File: src/rtl/mem_pkg.sv
// Shared types and helpers for the load/store stage: FSM states, funct3 codes,
// store byte-enable and lane-replication functions, misalignment detection.
package mem_pkg;

    typedef enum logic [1:0] {
        IDLE,
        REQ,
        WAIT
    } state_t;

    localparam logic [2:0] F3_B  = 3'b000;
    localparam logic [2:0] F3_H  = 3'b001;
    localparam logic [2:0] F3_W  = 3'b010;
    localparam logic [2:0] F3_BU = 3'b100;
    localparam logic [2:0] F3_HU = 3'b101;

    // Byte enables for a store; unknown sizes still issue a request with no lanes.
    function automatic logic [3:0] store_mask(input logic [2:0] funct3, input logic [1:0] off);
        case (funct3)
            F3_B:    store_mask = 4'b0001 << off;
            F3_H:    store_mask = 4'b0011 << {off[1], 1'b0};
            F3_W:    store_mask = 4'b1111;
            default: store_mask = 4'b0000;
        endcase
    endfunction

    function automatic logic [31:0] store_wdata(input logic [2:0] funct3, input logic [31:0] wdata);
        case (funct3)
            F3_B:    store_wdata = {4{wdata[7:0]}};
            F3_H:    store_wdata = {2{wdata[15:0]}};
            default: store_wdata = wdata;
        endcase
    endfunction

    function automatic logic is_misaligned(input logic [2:0] funct3, input logic [1:0] off);
        case (funct3)
            F3_H, F3_HU: is_misaligned = off[0];
            F3_W:        is_misaligned = (off != 2'b00);
            default:     is_misaligned = 1'b0;
        endcase
    endfunction

endpackage

File: src/rtl/mem_align.sv
// Load-lane extraction: selects the addressed byte/half of the read word and
// sign- or zero-extends it according to funct3.
module mem_align
    import mem_pkg::*;
(
    input  logic [31:0] rdata,
    input  logic [1:0]  off,
    input  logic [2:0]  funct3,
    output logic [31:0] data
);

    logic [7:0]  byte_lane;
    logic [15:0] half_lane;

    assign byte_lane = rdata[{off, 3'b000} +: 8];
    assign half_lane = off[1] ? rdata[31:16] : rdata[15:0];

    always_comb begin
        // NOTE: default first so every path assigns data and no latch is inferred.
        data = rdata;
        case (funct3)
            F3_B:    data = {{24{byte_lane[7]}}, byte_lane};
            F3_H:    data = {{16{half_lane[15]}}, half_lane};
            F3_BU:   data = {24'd0, byte_lane};
            F3_HU:   data = {16'd0, half_lane};
            default: data = rdata;
        endcase
    end

endmodule

File: src/rtl/mem_phase.sv
// Load/store stage: IDLE/REQ/WAIT handshake with data memory, timeout, and
// registered writeback result. Optional MEM_MISALIGN_TRAP_EN adds misalignment traps.
module mem_phase
    import mem_pkg::*;
#(
    parameter int MAX_WAIT = 16
) (
    input  logic        i_clk,
    input  logic        i_rst_n,
    input  logic        i_valid,
    output logic        o_ready,
    input  logic [31:0] i_addr,
    input  logic [31:0] i_wdata,
    input  logic        i_mem_read,
    input  logic        i_mem_write,
    input  logic [2:0]  i_funct3,
    input  logic [4:0]  i_rd_waddr,
    input  logic        i_reg_write,
    output logic        o_valid,
    output logic [4:0]  o_rd_waddr,
    output logic        o_reg_write,
    output logic [31:0] o_rd_wdata,
    output logic        o_dmem_req,
    output logic        o_dmem_wen,
    output logic [31:0] o_dmem_addr,
    output logic [31:0] o_dmem_wdata,
    output logic [3:0]  o_dmem_mask,
    input  logic        i_dmem_rvalid,
    input  logic [31:0] i_dmem_rdata,
`ifdef MEM_MISALIGN_TRAP_EN
    output logic        o_misaligned,
`endif
    output logic        o_err
);

    localparam logic [7:0] MAX_W = 8'(MAX_WAIT);

    state_t      state;
    logic [7:0]  wait_cnt;
    logic [1:0]  lat_off;
    logic [2:0]  lat_funct3;
    logic [4:0]  lat_rd;
    logic        lat_reg_write;
    logic        lat_store;
    logic        accept;
    logic        is_mem;
    logic [31:0] load_data;

    assign o_ready = (state == IDLE);
    assign accept  = i_valid & o_ready;
    assign is_mem  = i_mem_read | i_mem_write;

    mem_align u_align (
        .rdata  (i_dmem_rdata),
        .off    (lat_off),
        .funct3 (lat_funct3),
        .data   (load_data)
    );

    // NOTE: sequential state uses non-blocking assignments only, so every register
    // samples pre-edge values regardless of statement order.
    always_ff @(posedge i_clk or negedge i_rst_n) begin
        if (!i_rst_n) begin
            state         <= IDLE;
            wait_cnt      <= 8'd0;
            lat_off       <= 2'd0;
            lat_funct3    <= 3'd0;
            lat_rd        <= 5'd0;
            lat_reg_write <= 1'b0;
            lat_store     <= 1'b0;
            o_valid       <= 1'b0;
            o_rd_waddr    <= 5'd0;
            o_reg_write   <= 1'b0;
            o_rd_wdata    <= 32'd0;
            o_dmem_req    <= 1'b0;
            o_dmem_wen    <= 1'b0;
            o_dmem_addr   <= 32'd0;
            o_dmem_wdata  <= 32'd0;
            o_dmem_mask   <= 4'd0;
            o_err         <= 1'b0;
`ifdef MEM_MISALIGN_TRAP_EN
            o_misaligned  <= 1'b0;
`endif
        end else begin
            o_valid     <= 1'b0;
            o_reg_write <= 1'b0;
            o_err       <= 1'b0;
            o_dmem_req  <= 1'b0;
`ifdef MEM_MISALIGN_TRAP_EN
            o_misaligned <= 1'b0;
`endif
            case (state)
                IDLE: begin
                    if (accept) begin
                        lat_off       <= i_addr[1:0];
                        lat_funct3    <= i_funct3;
                        lat_rd        <= i_rd_waddr;
                        lat_reg_write <= i_reg_write;
                        lat_store     <= i_mem_write;
                        if (!is_mem) begin
                            o_valid     <= 1'b1;
                            o_rd_waddr  <= i_rd_waddr;
                            o_reg_write <= i_reg_write;
                            o_rd_wdata  <= i_addr;
                        end
`ifdef MEM_MISALIGN_TRAP_EN
                        else if (is_misaligned(i_funct3, i_addr[1:0])) begin
                            o_valid      <= 1'b1;
                            o_misaligned <= 1'b1;
                            o_rd_waddr   <= i_rd_waddr;
                            o_rd_wdata   <= i_addr;
                        end
`endif
                        else begin
                            state        <= REQ;
                            o_dmem_req   <= 1'b1;
                            o_dmem_wen   <= i_mem_write;
                            o_dmem_addr  <= {i_addr[31:2], 2'b00};
                            o_dmem_wdata <= store_wdata(i_funct3, i_wdata);
                            o_dmem_mask  <= store_mask(i_funct3, i_addr[1:0]);
                        end
                    end
                end
                REQ: begin
                    state    <= WAIT;
                    wait_cnt <= 8'd0;
                end
                WAIT: begin
                    if (i_dmem_rvalid) begin
                        state      <= IDLE;
                        o_valid    <= 1'b1;
                        o_rd_waddr <= lat_rd;
                        if (lat_store) begin
                            o_rd_wdata <= 32'd0;
                        end else begin
                            o_rd_wdata  <= load_data;
                            o_reg_write <= lat_reg_write;
                        end
                    end else if (wait_cnt == MAX_W - 8'd1) begin
                        // Final empty WAIT cycle brings the count to MAX_WAIT.
                        state      <= IDLE;
                        wait_cnt   <= wait_cnt + 8'd1;
                        o_valid    <= 1'b1;
                        o_err      <= 1'b1;
                        o_rd_waddr <= lat_rd;
                        o_rd_wdata <= 32'd0;
                    end else begin
                        wait_cnt <= wait_cnt + 8'd1;
                    end
                end
                default: state <= IDLE;
            endcase
        end
    end

endmodule
File: config.mk
export PLATFORM = sky130hd
export DESIGN_NAME = mem_phase
export DESIGN_NICKNAME = d
export VERILOG_FILES = /design/src/rtl/mem_pkg.sv /design/src/rtl/mem_align.sv /design/src/rtl/mem_phase.sv
export SDC_FILE = /design/constraint.sdc
export NUM_CORES = 1
export LEC_CHECK = 0
export ABC_AREA = 1
export BUFFER_PORTS_ARGS = -buffer_cell sky130_fd_sc_hd__clkbuf_2
export CAP_MARGIN = 0
export CORE_MARGIN = 3
export CORE_UTILIZATION = 29
export CTS_CLUSTER_SIZE = 12
export DETAILED_ROUTE_END_ITERATION = 16
export SKIP_CTS_REPAIR_TIMING = 1
export SYNTH_ARGS = -nofsm -noshare
export SYNTH_HDL_FRONTEND = slang
export SYNTH_SLANG_ARGS = --single-unit
File: constraint.sdc
create_clock -name i_clk -period 1.4 [get_ports i_clk]
set_input_delay 0.28 -clock i_clk [delete_from_list [all_inputs] [get_ports i_clk]]
set_output_delay 0.28 -clock i_clk [all_outputs]
set_load 0.005 [all_outputs]
==> flow_summary.toml, run 1 <==
[run_status]
outcome = "finished with violations"
failing_checks = "negative setup slack"

[synthesis]
yosys.area.top_type = "sky130_fd_sc_hd__dfrtp_1"
synth.area.top_cells = "sky130_fd_sc_hd__dfrtp_1, sky130_fd_sc_hd__nand2_1, sky130_fd_sc_hd__nor2_1"
warnings_from_yosys = 0
synth.lib_cells_used.distinct = 37
yosys_register_bits = 130
synth_area_per_cell_um2 = 7.789
top_cell_type_s_share_of_synthesized_area_pct = 49.43
post_synth_inst_count = 845
yosys.cell_count.top_type = "sky130_fd_sc_hd__nand2_1"
synth.yosys.seq_area_share_pct = 49.43
asyncSetResetFlopFracSynth_pct = 100.0
synth.top_cells.by_count = "sky130_fd_sc_hd__nand2_1, sky130_fd_sc_hd__dfrtp_1, sky130_fd_sc_hd__nor2_1"
synth_ff_type = "sky130_fd_sc_hd__dfrtp_1"
synth_area_mm2 = 0.006581
synth_edf_count = 0

[critical_path]
critical_path_arrival_ns = 1.81
end_kind = "register"
setup.worst_path.class = "register to register"
worstPathMaxFanout = 7
critical_path_source_type = "register"
critPathRequiredTime_ns = 1.70
ff2ff_path_depth = 10

[route]
highest_layer = "met4"
detail_route.wirelength_mm = 24.01
wl_met2_mm = 11.42
avgViaCountPerCell = 4.712
drt_first_iter_violations = 387
ant_nets = 0
met3_length_mm = 1.499
post-route-drc-count = 0
avgRoutedWirePerCell_um = 16.81
detail_route.first_pass.iterations = 6
via_count = 6729
routed_metal_1_wirelength_mm = 10.55

[sta]
endpoints_failing_hold = 0
unrepaired_setup_endpoints_after_global_routing = "yes"
achievable-frequency_mhz = 662.5
finClkSkew_ns = 0.01042
fin_ws_ns = -0.1094
final_period_util_pct = 107.8
finalCriticalPeriod_ns = 1.509
holdWs_ns = 0.1055
slew_viol_final = 0
setup_viol = 99
fin_tns_setup_ns = -6.657

[die]
die_y_um = 156.6
initial_core_util_pct = 29.79
placementRows = 54
floorplan.die_area_mm2 = 0.02454
die_extent_in_x_um = 156.6
floorplan.core_area_mm2 = 0.02209
floorplan.io_pins = 222

[clock_network]
clk_root_buffer_cell = "sky130_fd_sc_hd__clkbuf_16"
clock_tree.htree_level_count = 4
cts_max_path_buffers = 2
tritoncts = "done"
clk_latency_ns = 0.42
cts_inserted_buffers = 17
clock_sinks = 130
clk_pin_slew_worst_paths_ns = 0.06

[placement]
dp_hpwl_mm = 16.66
numPortBuffers = 219
gpl.final_weighted_congestion = 0.8587

[global_route]
grt.total_usage_pct = 17.35
grt_start_max_net_pins = 44
global_route_wire_length_before_repair_mm = 33.37
grt_pass1_vias = 6319
antenna_found_initial = 1
grt_overflow_total = 0

[layout]
flow.area_growth_from_synthesis_pct = 52.32
nNetsFinal = 1247
drive_above_1_share_pct = 44.81
fillers = 2230

[min_path]
whs_path_depth = 3
min-delay-path-class = "primary input to register"

[pwr]
power.ir.vdd_worst_v = 0.0007645
power.leakage_nw = 5.136
cellPowerDensity_mw_per_mm2 = 1865

[run]
maxCapViolCount = 0
## cell families after synthesis
| family | share of synthesized area, % |
|---|---|
| AO/OA/AOI/OAI | 15.38 |
| adder cells (fa/ha/maj) | 0.1901 |
| buffers and inverters | 8.935 |
| flip-flops | 49.43 |
| other | 0.05698 |
| AND/OR/NAND/NOR | 26.01 |
## worst max-delay path: stages, from the launching register on
cell                        delay, ns
sky130_fd_sc_hd__dfrtp_1         0.38
sky130_fd_sc_hd__ha_2            0.19
sky130_fd_sc_hd__nand2_2         0.08
sky130_fd_sc_hd__nor2_4          0.05
sky130_fd_sc_hd__nand3_4         0.07
sky130_fd_sc_hd__nand2_4         0.07
sky130_fd_sc_hd__nand2_8         0.10
sky130_fd_sc_hd__clkinv_8        0.10
sky130_fd_sc_hd__clkbuf_16       0.18
sky130_fd_sc_hd__o211ai_1        0.08
sky130_fd_sc_hd__nand2_1         0.07
## state kept, by name (all words and copies together), names as in the netlist
register	flops
lat_funct3	3
lat_off	2
lat_store	1
o_dmem_mask	4
o_dmem_wen	1
o_err	1
state	2
lat_reg_write	1
o_dmem_addr	30
o_reg_write	1
o_valid	1
o_rd_waddr	5
o_dmem_wdata	32
wait_cnt	8
o_dmem_req	1
o_rd_wdata	32
lat_rd	5
## metrics by stage
| stage | worst slack, ns | area [um2] | instances | utilization (%) | total power, mW |
|---|---|---|---|---|---|
| final | -0.1094 | 10020 | 1428 | 45.37 | 18.70 |
| after global routing | -0.2025 | 10020 | 1428 | 45.37 | 19.93 |
| after CTS | -0.1784 | 9056 | 1398 | 40.99 | 17.20 |
| after detailed placement | -0.1434 | 8466 | 1367 | 38.32 | 12.61 |
| after global placement | -0.08930 | 8466 | 1367 | 38.32 | 12.52 |
| after floorplan | -0.07301 | 6640 | 846 | - | 9.543 |
## final timing paths
kind | startpoint | endpoint | slack [ns]
max | wait_cnt[1] | o_rd_waddr[2] | -0.11
min | i_addr[6] | o_dmem_addr[6] | 0.11
max reg2reg | wait_cnt[1] | o_rd_waddr[2] | -0.11
min reg2reg | o_rd_waddr[1] | o_rd_waddr[1] | 0.48
max in group asynchronous | i_rst_n | o_rd_waddr[1] | 0.48
min in group asynchronous | i_rst_n | o_dmem_wdata[8] | 0.37
## cell type report
class / count / area (um2) / area share, %
Sequential cell: 130 / 3256 / 32.48
Inverter: 81 / 327.8 / 3.270
Timing Repair Buffer: 311 / 2257 / 22.52
Timing Repair inverter: 1 / 5.005 / 0.04993
Tap cell: 280 / 350.3 / 3.495
Clock inverter: 14 / 165.2 / 1.648
Multi-Input combinational cell: 593 / 3236 / 32.28
Clock buffer: 17 / 425.4 / 4.244
Antenna cell: 1 / 2.502 / 0.02496
## layout by cell type, fill, tap and decap left out, types with 32 or more instances in the layout
| master | synthesis | routed |
|---|---|---|
| sky130_fd_sc_hd__inv_1 | 73 | 71 |
| sky130_fd_sc_hd__buf_4 | 4 | 51 |
| sky130_fd_sc_hd__nand2_2 | 3 | 37 |
| sky130_fd_sc_hd__a21oi_1 | 44 | 42 |
| sky130_fd_sc_hd__clkbuf_2 | 0 | 217 |
| sky130_fd_sc_hd__dfrtp_1 | 130 | 128 |
| sky130_fd_sc_hd__o21ai_2 | 2 | 32 |
| sky130_fd_sc_hd__nand2_1 | 235 | 187 |
| sky130_fd_sc_hd__o21ai_0 | 79 | 50 |
| sky130_fd_sc_hd__nor2_1 | 109 | 80 |
## metal layers
metal / track usage [%] / up-vias
met5: 0 / -
met4: 5.169 / 0
met3: 4.563 / 34
met2: 28.33 / 212
met1: 22.68 / 3210
li1: - / 3273
## report_power, final
group          leakage [nW]  total (mW)  internal [mW]  switching, mW
Combinational          3.26        7.84           3.65           4.19
Sequential             1.60        6.31           5.22           1.09
Clock                 0.277        4.54           2.78           1.76
Total                  5.14        18.7           11.7           7.05
Note: power is estimated with default switching activity, not from simulation.
==> run 2: changes to the inputs <==
- CORE_UTILIZATION: 29 -> 45
- PLACE_DENSITY: not set -> 0.76
==> run 2 against run 1 <==
Net effect:
- the flow still finishes with violations (negative setup slack)
- core utilization increased by 19 points
- flip-flop and latch count unchanged
- combinational power decreased by 16%
- critical path depth decreased by 7
- highest routed layer unchanged
==> flow_summary.toml, run 2 (synthesis results as in run 1) <==
[run_status]
outcome = "finished with violations"
failing_checks = "negative setup slack"

[min_path]
hold_path_startpoint = "i_rd_waddr[1]"
min-delay-path-class = "primary input to register"

[layout]
utilization_pct = 64.35
layout_commonest_cell = "sky130_fd_sc_hd__nand2_1"
commonest_cells_after_routing_fill_and_taps_aside = "sky130_fd_sc_hd__nand2_1, sky130_fd_sc_hd__clkbuf_2, sky130_fd_sc_hd__dfrtp_1, sky130_fd_sc_hd__nor2_1, sky130_fd_sc_hd__o21ai_0"
nNetsFinal = 1207
flow.area_growth_from_synthesis_pct = 37.83
drive_above_1_share_pct = 35.83
diodes = 0
largest_registers = "o_dmem_wdata: 32 flops, o_rd_wdata: 32 flops, o_dmem_addr: 30 flops"

[sta]
unrepaired_setup_endpoints_after_global_routing = "yes"
endpoints_failing_hold = 0
finalCriticalPeriod_ns = 1.552
slew_viol_final = 0
fin_ws_ns = -0.1516
setup_viol = 97
achievable-frequency_mhz = 644.5
finClkSkew_ns = 0.01281
final_period_util_pct = 110.8

[critical_path]
path_cells = "nor2_2, buf_4, clkbuf_2"
critical_path_arrival_ns = 1.27
setup.worst_path.class = "register to primary output"
critical_path_source_type = "register"
end_kind = "primary output"
cpPeakStageDelay_ns = 0.41
critPathRequiredTime_ns = 1.12
regToRegStartpoint = "wait_cnt[1]"
setup.worst_path.start = "state[1]"
worstPathMaxFanout = 3
worst_path_slowest_cell = "sky130_fd_sc_hd__dfrtp_1"

[global_route]
grt_pass1_vias = 6269
grt.total_usage_pct = 24.50
global_route_wire_length_before_repair_mm = 31.37
grt_overflow_total = 0
antenna_found_initial = 0
grt_start_max_net_pins = 90

[route]
avgRoutedWirePerCell_um = 15.99
detail_route.first_pass.iterations = 6
detail_route.wirelength_mm = 20.59
post-route-drc-count = 0
ant_nets = 0
drt_first_iter_violations = 560
avgViaCountPerCell = 5.125
via_count = 6601

[pwr]
cellPowerDensity_mw_per_mm2 = 1974
power.ir.vdd_worst_v = 0.001168
report.power.total_mw = 17.91
power.leakage_nw = 4.787

[die]
floorplan.die_area_mm2 = 0.01611
initial_core_util_pct = 46.69
floorplan.core_area_mm2 = 0.01410
die_extent_in_x_um = 126.9
placementRows = 43
die_y_um = 126.9
floorplan.io_pins = 222

[clock_network]
clock_sinks = 130
clk_root_buffer_cell = "sky130_fd_sc_hd__clkbuf_16"
tritoncts = "done"
clk_pin_slew_worst_paths_ns = 0.06
clk_latency_ns = 0.42
cts_max_path_buffers = 2
clock_tree.htree_level_count = 4
cts_inserted_buffers = 17

[placement]
numPortBuffers = 219
gpl.final_weighted_congestion = 0.9466
dp_hpwl_mm = 14.68

[run]
maxCapViolCount = 0
-- run 2: critical path, delay by kind of cell (launching register included) --
| family | cells | cell delay (ns) |
|---|---|---|
| and+or+nand+nor | 1 | 0.20 |
| DFF | 1 | 0.41 |
| buffers and inverters | 2 | 0.24 |
-- run 2: through the flow --
step | area, um2 | hold slack, ns | setup slack [ns] | TNS (ns) | instances
after floorplan | 6640 | -0.01559 | -0.07301 | -1.887 | 846
after global placement | 8143 | 0.1882 | -0.06025 | -1.643 | 1249
after detailed placement | 8143 | 0.1909 | -0.1186 | -4.362 | 1249
after CTS | 8827 | -0.2577 | -0.1473 | -5.739 | 1281
after global routing | 9071 | 0.09834 | -0.2418 | -15.52 | 1288
final | 9071 | 0.09607 | -0.1516 | -7.468 | 1288
-- run 2: power by group --
group	leakage (nW)	switching [mW]	internal, mW
clock	0.329	1.69	3.43
combinational	2.86	3.75	2.87
sequential	1.60	0.947	5.21
-- run 2: per-layer routing --
layer / track usage (%) / vias to the layer above / wire length [um]
met1: 32.71 / 3076 / 8645
met4: 8.959 / 0 / 606
met2: 39.73 / 290 / 9783
met5: 0 / - / 0
met3: 4.884 / 47 / 1559
li1: - / 3188 / -
-- run 2: final timing paths --
kind / cells after the start / slack, ns / end
setup / recovery: 3 / -0.15 / o_ready
hold reg to reg: 2 / 0.47 / o_dmem_addr[6]
min in group asynchronous: 2 / 0.32 / o_dmem_wdata[28]
max in group asynchronous: 3 / 0.56 / o_dmem_addr[16]
hold / removal: 3 / 0.1 / lat_rd[1]
setup reg to reg: 9 / -0.15 / o_rd_wdata[25]
-- run 2: final cells by class --
cell class                 count  area, um2
sequential                   130       3253
clock buffer                  19      452.9
tap                          180      225.2
inverter                      81      316.6
timing repair buffer         272       1685
fill                        1219       5025
multi-input combinational    593       2907
clock inverter                13      231.5
